===== src/rtl/tx_filter_pkg.sv =====
`default_nettype none
// ============================================================================
//  Module      : tx_filter_pkg
//  Description : Shared widths, helpers and sample/coefficient types for the
//                multiplierless symmetric TX pulse-shaping FIR.
//  Build option: TX_FILTER_SAT_EN (clamp output instead of wrapping)
//  Revision    : 1.0  initial release
// ============================================================================
package tx_filter_pkg;

    localparam int DEF_DW       = 18;
    localparam int DEF_CW       = 18;
    localparam int DEF_SYM_BITS = 4;

    // Ceiling log2; returns 0 for values <= 1.
    function automatic int clog2(input int value);
        int res;
        res = 0;
        for (int i = 0; i < 31; i++) begin
            if ((1 << i) < value) res = i + 1;
        end
        return res;
    endfunction

    // Accumulator width large enough that summing HALF full-width products
    // can never overflow.
    function automatic int acc_w(input int cw, input int sym_bits, input int half);
        return cw + sym_bits + 1 + clog2(half);
    endfunction

    typedef logic signed [DEF_DW-1:0] sample_t;
    typedef logic signed [DEF_CW-1:0] coef_t;

endpackage
`default_nettype wire


===== src/rtl/tx_filt_shift_add_mult.sv =====
`default_nettype none
// ============================================================================
//  Module      : tx_filt_shift_add_mult
//  Description : Combinational coefficient x small signed integer product,
//                formed as a sum of shifted coefficients (no multiplier).
//  Build option: TX_FILTER_SAT_EN (not used in this block)
//  Revision    : 1.0  initial release
// ============================================================================
module tx_filt_shift_add_mult
    import tx_filter_pkg::*;
#(
    parameter int CW       = DEF_CW,
    parameter int SYM_BITS = DEF_SYM_BITS
) (
    input  logic signed [CW-1:0]         coef,
    input  logic signed [SYM_BITS:0]     mult,
    output logic signed [CW+SYM_BITS:0]  prod
);

    localparam int PW = CW + SYM_BITS + 1;

    logic signed [PW-1:0] coef_ext;

    assign coef_ext = {{(PW-CW){coef[CW-1]}}, coef};

    // Two's-complement weights: low bits add coef<<b, the sign bit subtracts.
    always_comb begin
        prod = '0;
        for (int b = 0; b < SYM_BITS; b++) begin
            if (mult[b]) prod = prod + (coef_ext <<< b);
        end
        if (mult[SYM_BITS]) prod = prod - (coef_ext <<< SYM_BITS);
    end

endmodule
`default_nettype wire


===== src/rtl/tx_filter_lut_param.sv =====
`default_nettype none
// ============================================================================
//  Module      : tx_filter_lut_param
//  Description : Parametrised multiplierless symmetric TX pulse-shaping FIR.
//                Symbol MSBs -> delay line -> pair sums (S1) -> shift-add
//                products (S2) -> accumulate, scale, narrow (S3).
//  Build option: TX_FILTER_SAT_EN defined  -> output clamps to DW range
//                TX_FILTER_SAT_EN undefined -> output wraps (two's complement)
//  Revision    : 1.0  initial release
// ============================================================================
module tx_filter_lut_param
    import tx_filter_pkg::*;
#(
    parameter int NTAPS    = 21,
    parameter int DW       = DEF_DW,
    parameter int CW       = DEF_CW,
    parameter int SYM_BITS = DEF_SYM_BITS
) (
    input  logic                                clk,
    input  logic                                reset,
    input  logic signed [DW-1:0]                x_in,
    input  logic                                x_valid,
    input  logic                                coef_we,
    input  logic [clog2((NTAPS+1)/2)-1:0]       coef_addr,
    input  logic signed [CW-1:0]                coef_data,
    output logic signed [DW-1:0]                y,
    output logic                                y_valid
);

    localparam int HALF  = (NTAPS + 1) / 2;
    localparam int AW    = clog2(HALF);
    localparam int SW    = SYM_BITS + 1;
    localparam int PW    = CW + SYM_BITS + 1;
    localparam int ACC_W = acc_w(CW, SYM_BITS, HALF);
    localparam int SHIFT = SYM_BITS - 1;

    logic signed [SYM_BITS-1:0] d      [NTAPS];
    logic signed [SW-1:0]       p      [HALF];
    logic signed [CW-1:0]       coef   [HALF];
    logic signed [PW-1:0]       prod_c [HALF];
    logic signed [PW-1:0]       prod_r [HALF];
    logic [2:0]                 vld;
    logic signed [ACC_W-1:0]    acc;
    logic signed [ACC_W-1:0]    r;
    logic signed [DW-1:0]       y_next;

    // Only the symbol MSBs of each sample feed the filter.
    logic unused_x_lsbs;
    assign unused_x_lsbs = ^x_in[DW-SYM_BITS-1:0];

    // Symbol delay line, advancing only on accepted samples.
    always_ff @(posedge clk) begin
        if (reset) begin
            for (int i = 0; i < NTAPS; i++) d[i] <= '0;
        end else if (x_valid) begin
            d[0] <= x_in[DW-1 -: SYM_BITS];
            for (int i = 1; i < NTAPS; i++) d[i] <= d[i-1];
        end
    end

    // S1: fold the symmetric taps into pair sums; centre tap passes alone.
    always_ff @(posedge clk) begin
        if (reset) begin
            for (int k = 0; k < HALF; k++) p[k] <= '0;
        end else begin
            for (int k = 0; k < HALF-1; k++) begin
                p[k] <= {d[k][SYM_BITS-1], d[k]}
                      + {d[NTAPS-1-k][SYM_BITS-1], d[NTAPS-1-k]};
            end
            p[HALF-1] <= {d[HALF-1][SYM_BITS-1], d[HALF-1]};
        end
    end

    // Coefficient bank; addresses beyond the centre tap are dropped.
    always_ff @(posedge clk) begin
        if (reset) begin
            for (int k = 0; k < HALF; k++) coef[k] <= '0;
        end else if (coef_we) begin
            for (int k = 0; k < HALF; k++) begin
                if (coef_addr == AW'(k)) coef[k] <= coef_data;
            end
        end
    end

    for (genvar k = 0; k < HALF; k++) begin : g_mult
        tx_filt_shift_add_mult #(
            .CW       (CW),
            .SYM_BITS (SYM_BITS)
        ) u_mult (
            .coef (coef[k]),
            .mult (p[k]),
            .prod (prod_c[k])
        );
    end

    // S2: register the full-width products.
    always_ff @(posedge clk) begin
        if (reset) begin
            for (int k = 0; k < HALF; k++) prod_r[k] <= '0;
        end else begin
            for (int k = 0; k < HALF; k++) prod_r[k] <= prod_c[k];
        end
    end

    // S3: sign-extended sum of all products.
    always_comb begin
        acc = '0;
        for (int k = 0; k < HALF; k++) begin
            acc = acc + {{(ACC_W-PW){prod_r[k][PW-1]}}, prod_r[k]};
        end
    end

    // Floor scaling back to the 1s17 output format.
    assign r = acc >>> SHIFT;

`ifdef TX_FILTER_SAT_EN
    localparam logic signed [ACC_W-1:0] Y_MAX = {{(ACC_W-DW+1){1'b0}}, {(DW-1){1'b1}}};
    localparam logic signed [ACC_W-1:0] Y_MIN = {{(ACC_W-DW+1){1'b1}}, {(DW-1){1'b0}}};

    // Clamp the scaled sum into the output range.
    always_comb begin
        if (r > Y_MAX) begin
            y_next = {1'b0, {(DW-1){1'b1}}};
        end else if (r < Y_MIN) begin
            y_next = {1'b1, {(DW-1){1'b0}}};
        end else begin
            y_next = r[DW-1:0];
        end
    end
`else
    // Plain truncation: out-of-range sums wrap.
    assign y_next = r[DW-1:0];

    logic unused_r_msbs;
    assign unused_r_msbs = ^r[ACC_W-1:DW];
`endif

    // Valid pipe tracks d/p/prod; y only updates when a real sample lands.
    always_ff @(posedge clk) begin
        if (reset) begin
            vld     <= '0;
            y       <= '0;
            y_valid <= 1'b0;
        end else begin
            vld     <= {vld[1:0], x_valid};
            y_valid <= vld[2];
            if (vld[2]) y <= y_next;
        end
    end

endmodule
`default_nettype wire

===== config.mk =====
export PLATFORM = sky130hd
export DESIGN_NAME = tx_filter_lut_param
export DESIGN_NICKNAME = d
export VERILOG_FILES = /design/src/rtl/tx_filter_pkg.sv /design/src/rtl/tx_filt_shift_add_mult.sv /design/src/rtl/tx_filter_lut_param.sv
export SDC_FILE = /design/constraint.sdc
export NUM_CORES = 2
export LEC_CHECK = 0
export BUFFER_PORTS_ARGS = -buffer_cell sky130_fd_sc_hd__buf_2
export CAP_MARGIN = 10
export CELL_PAD_IN_SITES_DETAIL_PLACEMENT = 1
export CELL_PAD_IN_SITES_GLOBAL_PLACEMENT = 1
export CORE_AREA = 3 3 478 480
export CTS_BUF_LIST = sky130_fd_sc_hd__clkbuf_4 sky130_fd_sc_hd__clkbuf_8 sky130_fd_sc_hd__clkbuf_16
export DETAILED_ROUTE_END_ITERATION = 6
export DIE_AREA = 0 0 481 483
export PLACE_DENSITY = 0.61
export SLEW_MARGIN = 40
export SYNTH_ARGS = -nofsm -noshare
export SYNTH_HDL_FRONTEND = slang
export SYNTH_SLANG_ARGS = --single-unit

===== constraint.sdc =====
create_clock -name clk -period 19.6 [get_ports clk]
set_input_delay 3.92 -clock clk [delete_from_list [all_inputs] [get_ports clk]]
set_output_delay 3.92 -clock clk [all_outputs]
set_load 0.01 [all_outputs]

==> impl_results.md <==
- Skew final: 0.0421 ns
- NumNets Final: 9,503
- Synthesized netlist net count: 9,607
- Worst path max stage delay: 0.60 ns
- Overall power of the completed layout: 9.83 mW
- Proportion of register bits with asynchronous set or reset after synthesis: 0%
- Setup bufs post-CTS: 0
- Slowest library cell on the worst path: a311oi_1
- Vias/cell: 5.42
- Global-route wire length before repair: 385,000 um
- Floorplan core area: roughly 0.22 mm^2
- Accumulated negative setup slack: 0 ns
- Mapped Cells: 8,526
- I/O pin count: 63
- Transition time at the pin with the least slew margin: 0.824 ns
- Pre-antenna DRT Iters: 5
- Number of max-slew violations in the final report: 0
- Capture endpoint of the worst hold path: vld[1]
- DRC violation count after routing: 0
- Flop and latch count out of synthesis: just under 600
- Count of input and output buffers: 48
- Total area of multi-input combinational cells: 0.0509 mm^2
- Outcome: completed
- Synth cell types: 96
- Routed length per instance: 21.9 um
- Maximum number of pins on one net before global-route repair: 72
- Number of flops mapped to enable cells by yosys: 282
- Share of layout cells above drive strength 1: 6.88%
- Die width: 481 um
- Class of the most critical setup path: flop to flop
- Most frequently used flop master after synthesis: dfxtp_1
- Gr ovfl total: 0
- Half-perimeter wire length of the detailed placement result: 199,000 um
- Clk slew on worst S/H paths: 0.06 ns
- Launching element type of the critical path: flop
- Top cell types by occurrence after synthesis: nor2_1 (894), ha_1 (810), inv_1 (727)
- Post-route fraction of the period consumed by the critical path: 46.8%
- Endpoint required time on the critical path: ~20 ns
- RSZ-0062 raised after global routing: false
- Library cell with the largest summed area after synthesis: ha_1
- Worst-case reg-to-reg path depth: 37
- Endpoint arrival time on the critical path: 9.73 ns
- Overall global routing resource usage: 21.1%
- HP Class: flop to flop
- Initial antenna violation count: 20
- Post-CTS Hold Fix Bufs: 0
- Die extent in y: 483 um
- Sequential cell area: 0.0146 mm^2
- Worst Min Path Start: vld[0]
- Power Density: ~130 mW/mm^2
- Number of H-tree levels: 3
- Final wirelength: 251,000 um
- Post-route ant nets: 0
- Area added between synthesis and finish: 9.00%
- Clock tree root buffer cell: clkbuf_16
- TritonCTS clock tree: done
- Most common cell in the netlist: nor2_1
- Worst-path fanout max: 23
- Startpoint of the lowest-slack register-to-register path: p[7][0]
- Full die area: 0.232 mm^2
- Reg-to-reg endpoint: prod_r[0][181]
- Max clock buf depth: 3
- Max rail drop VDD: 0.000298 V
- Vias in the first global route: between 60,000 and 70,000
- Placement Setup Slack: 10.32 ns
- Headroom to the max-slew limit: 43.6%
- MaxCap Viol Count: 0
- Most area-consuming cells after synthesis: ha_1 (15%), edfxtp_1 (12%), dfxtp_1 (8.8%)
- Part of the Yosys area used for sequential elements: a little over a fifth
- Ys Warns: 0
- Critical path capture point type: flop
- Quantity of gates resized following cts: 0
- Hold Path Stages: 1
- Mean area per synthesized cell: 8.15 um^2
- Total number of vias: 62,200
- Share of the synthesized area in the top cell type: 14.6%
- Minimum clock period: 9.18 ns
- Minimum setup slack among reg-to-reg paths: 10.42 ns
- Number of DRC markers after the initial detailed-route iteration: ~3,200
- Worst-case setup margin in the final layout: 10.42 ns
- Final number of hold-violating endpoints: 0
- Highest achievable clock rate: 109 MHz
- Cell Area, Synth: just under 0.07 mm^2
- Total setup violations reported at the end of the flow: 0
- Number of sinks handled by clock tree synthesis: ~590
- Rows: between 150 and 200
- Leakage power: 33.5 nW
- Count of filler cells inserted in the layout: 26,900
- Routability congestion estimate: 0.895
- Clk Latency, worst-skew pair: 0.71 ns
- Starting density of the core: just over 30%
- CTS Buf Count: a little under 80
state kept, by name, indices dropped and copies added, names as in the netlist:
signal,count
coef,198
d,84
p,54
prod_r,231
vld,3
y,18
y_valid,1
cell usage in the layout (no fill, tap or decap), types with 68 or more instances in the layout:
cell	instances
a31oi_1	101
and3_1	68
a211oi_1	110
o21a_1	84
ha_1	810
mux2i_1	124
buf_4	74
a21oi_1	607
nand2_1	698
nand3_1	173
dfxtp_1	296
a21o_1	218
xnor2_1	433
o21ai_0	411
nor2_1	894
edfxtp_1	282
fa_1	227
inv_1	727
nand2b_1	78
nor3_1	195
mux2_2	188
xor2_1	214
nor2b_1	101
or3_1	78
and2_1	134
clkbuf_16	82
worst max-delay path: cells and delay by family, from the launching register on:
kind	cells	cell delay, ns
muxes	2	0.53
xor gates and xnor gates	6	0.95
buffers and inverters	3	0.78
and+or+nand+nor	10	1.59
adders and majority gates	5	1.62
AOI/OAI and AO/OA	11	3.26
DFF	1	0.30
how the worst max path moves through the flow:
stage                      to    start
2_1_floorplan  prod_r[0][135]  p[5][0]
3_3_place_gp   prod_r[0][181]  p[7][0]
3_5_place_dp   prod_r[0][181]  p[7][0]
4_1_cts        prod_r[0][181]  p[7][0]
5_1_grt        prod_r[0][181]  p[7][0]
6_report       prod_r[0][181]  p[7][0]
routing by layer:
metal  global-route usage (%)  share of wire (%)  vias to the layer above
li1                         -                  -                    30200
met1                     28.6                 47                    30900
met2                     35.4                 47                      914
met3                     1.59                3.1                      251
met4                     6.82                3.4                        0
met5                        0                  0                        -
report_power, final:
part	internal (mW)	switching [mW]	total (mW)
registers	1.44	0.211	1.65
clock network	0.874	0.657	1.53
logic	2.61	4.03	6.64
per-stage QoR:
stage / hold WS [ns] / cell area, um^2 / utilization [%] / cells
after floorplan: 0.414 / 69500 / - / 8526
after global placement: 0.417 / 72900 / 32.4 / 11300
after detailed placement: 0.431 / 72900 / 32.5 / 11300
after CTS: 0.445 / 75700 / 33.7 / 11500
after global routing: 0.467 / 75700 / 33.7 / 11500
final: 0.447 / 75700 / 33.7 / 11500
final cells by class:
cell class | count | area share, %
inverter | 744 | 3.69
sequential | 589 | 19.3
clock buffer | 99 | 2.95
clock inverter | 47 | 0.714
antenna | 2 | 0.00661
multi-input combinational | 6884 | 67.3
tap | 2992 | 4.94
timing repair buffer | 125 | 1.12
cells by family after synthesis:
family	synth area share [%]
AOI/OAI and AO/OA	21.0
adders and majority gates	21.2
muxes	4.83
and+or+nand+nor	17.9
buffers and inverters	5.75
xor gates and xnor gates	8.24
DFF	21.0
(Power assumes the default switching activity.)
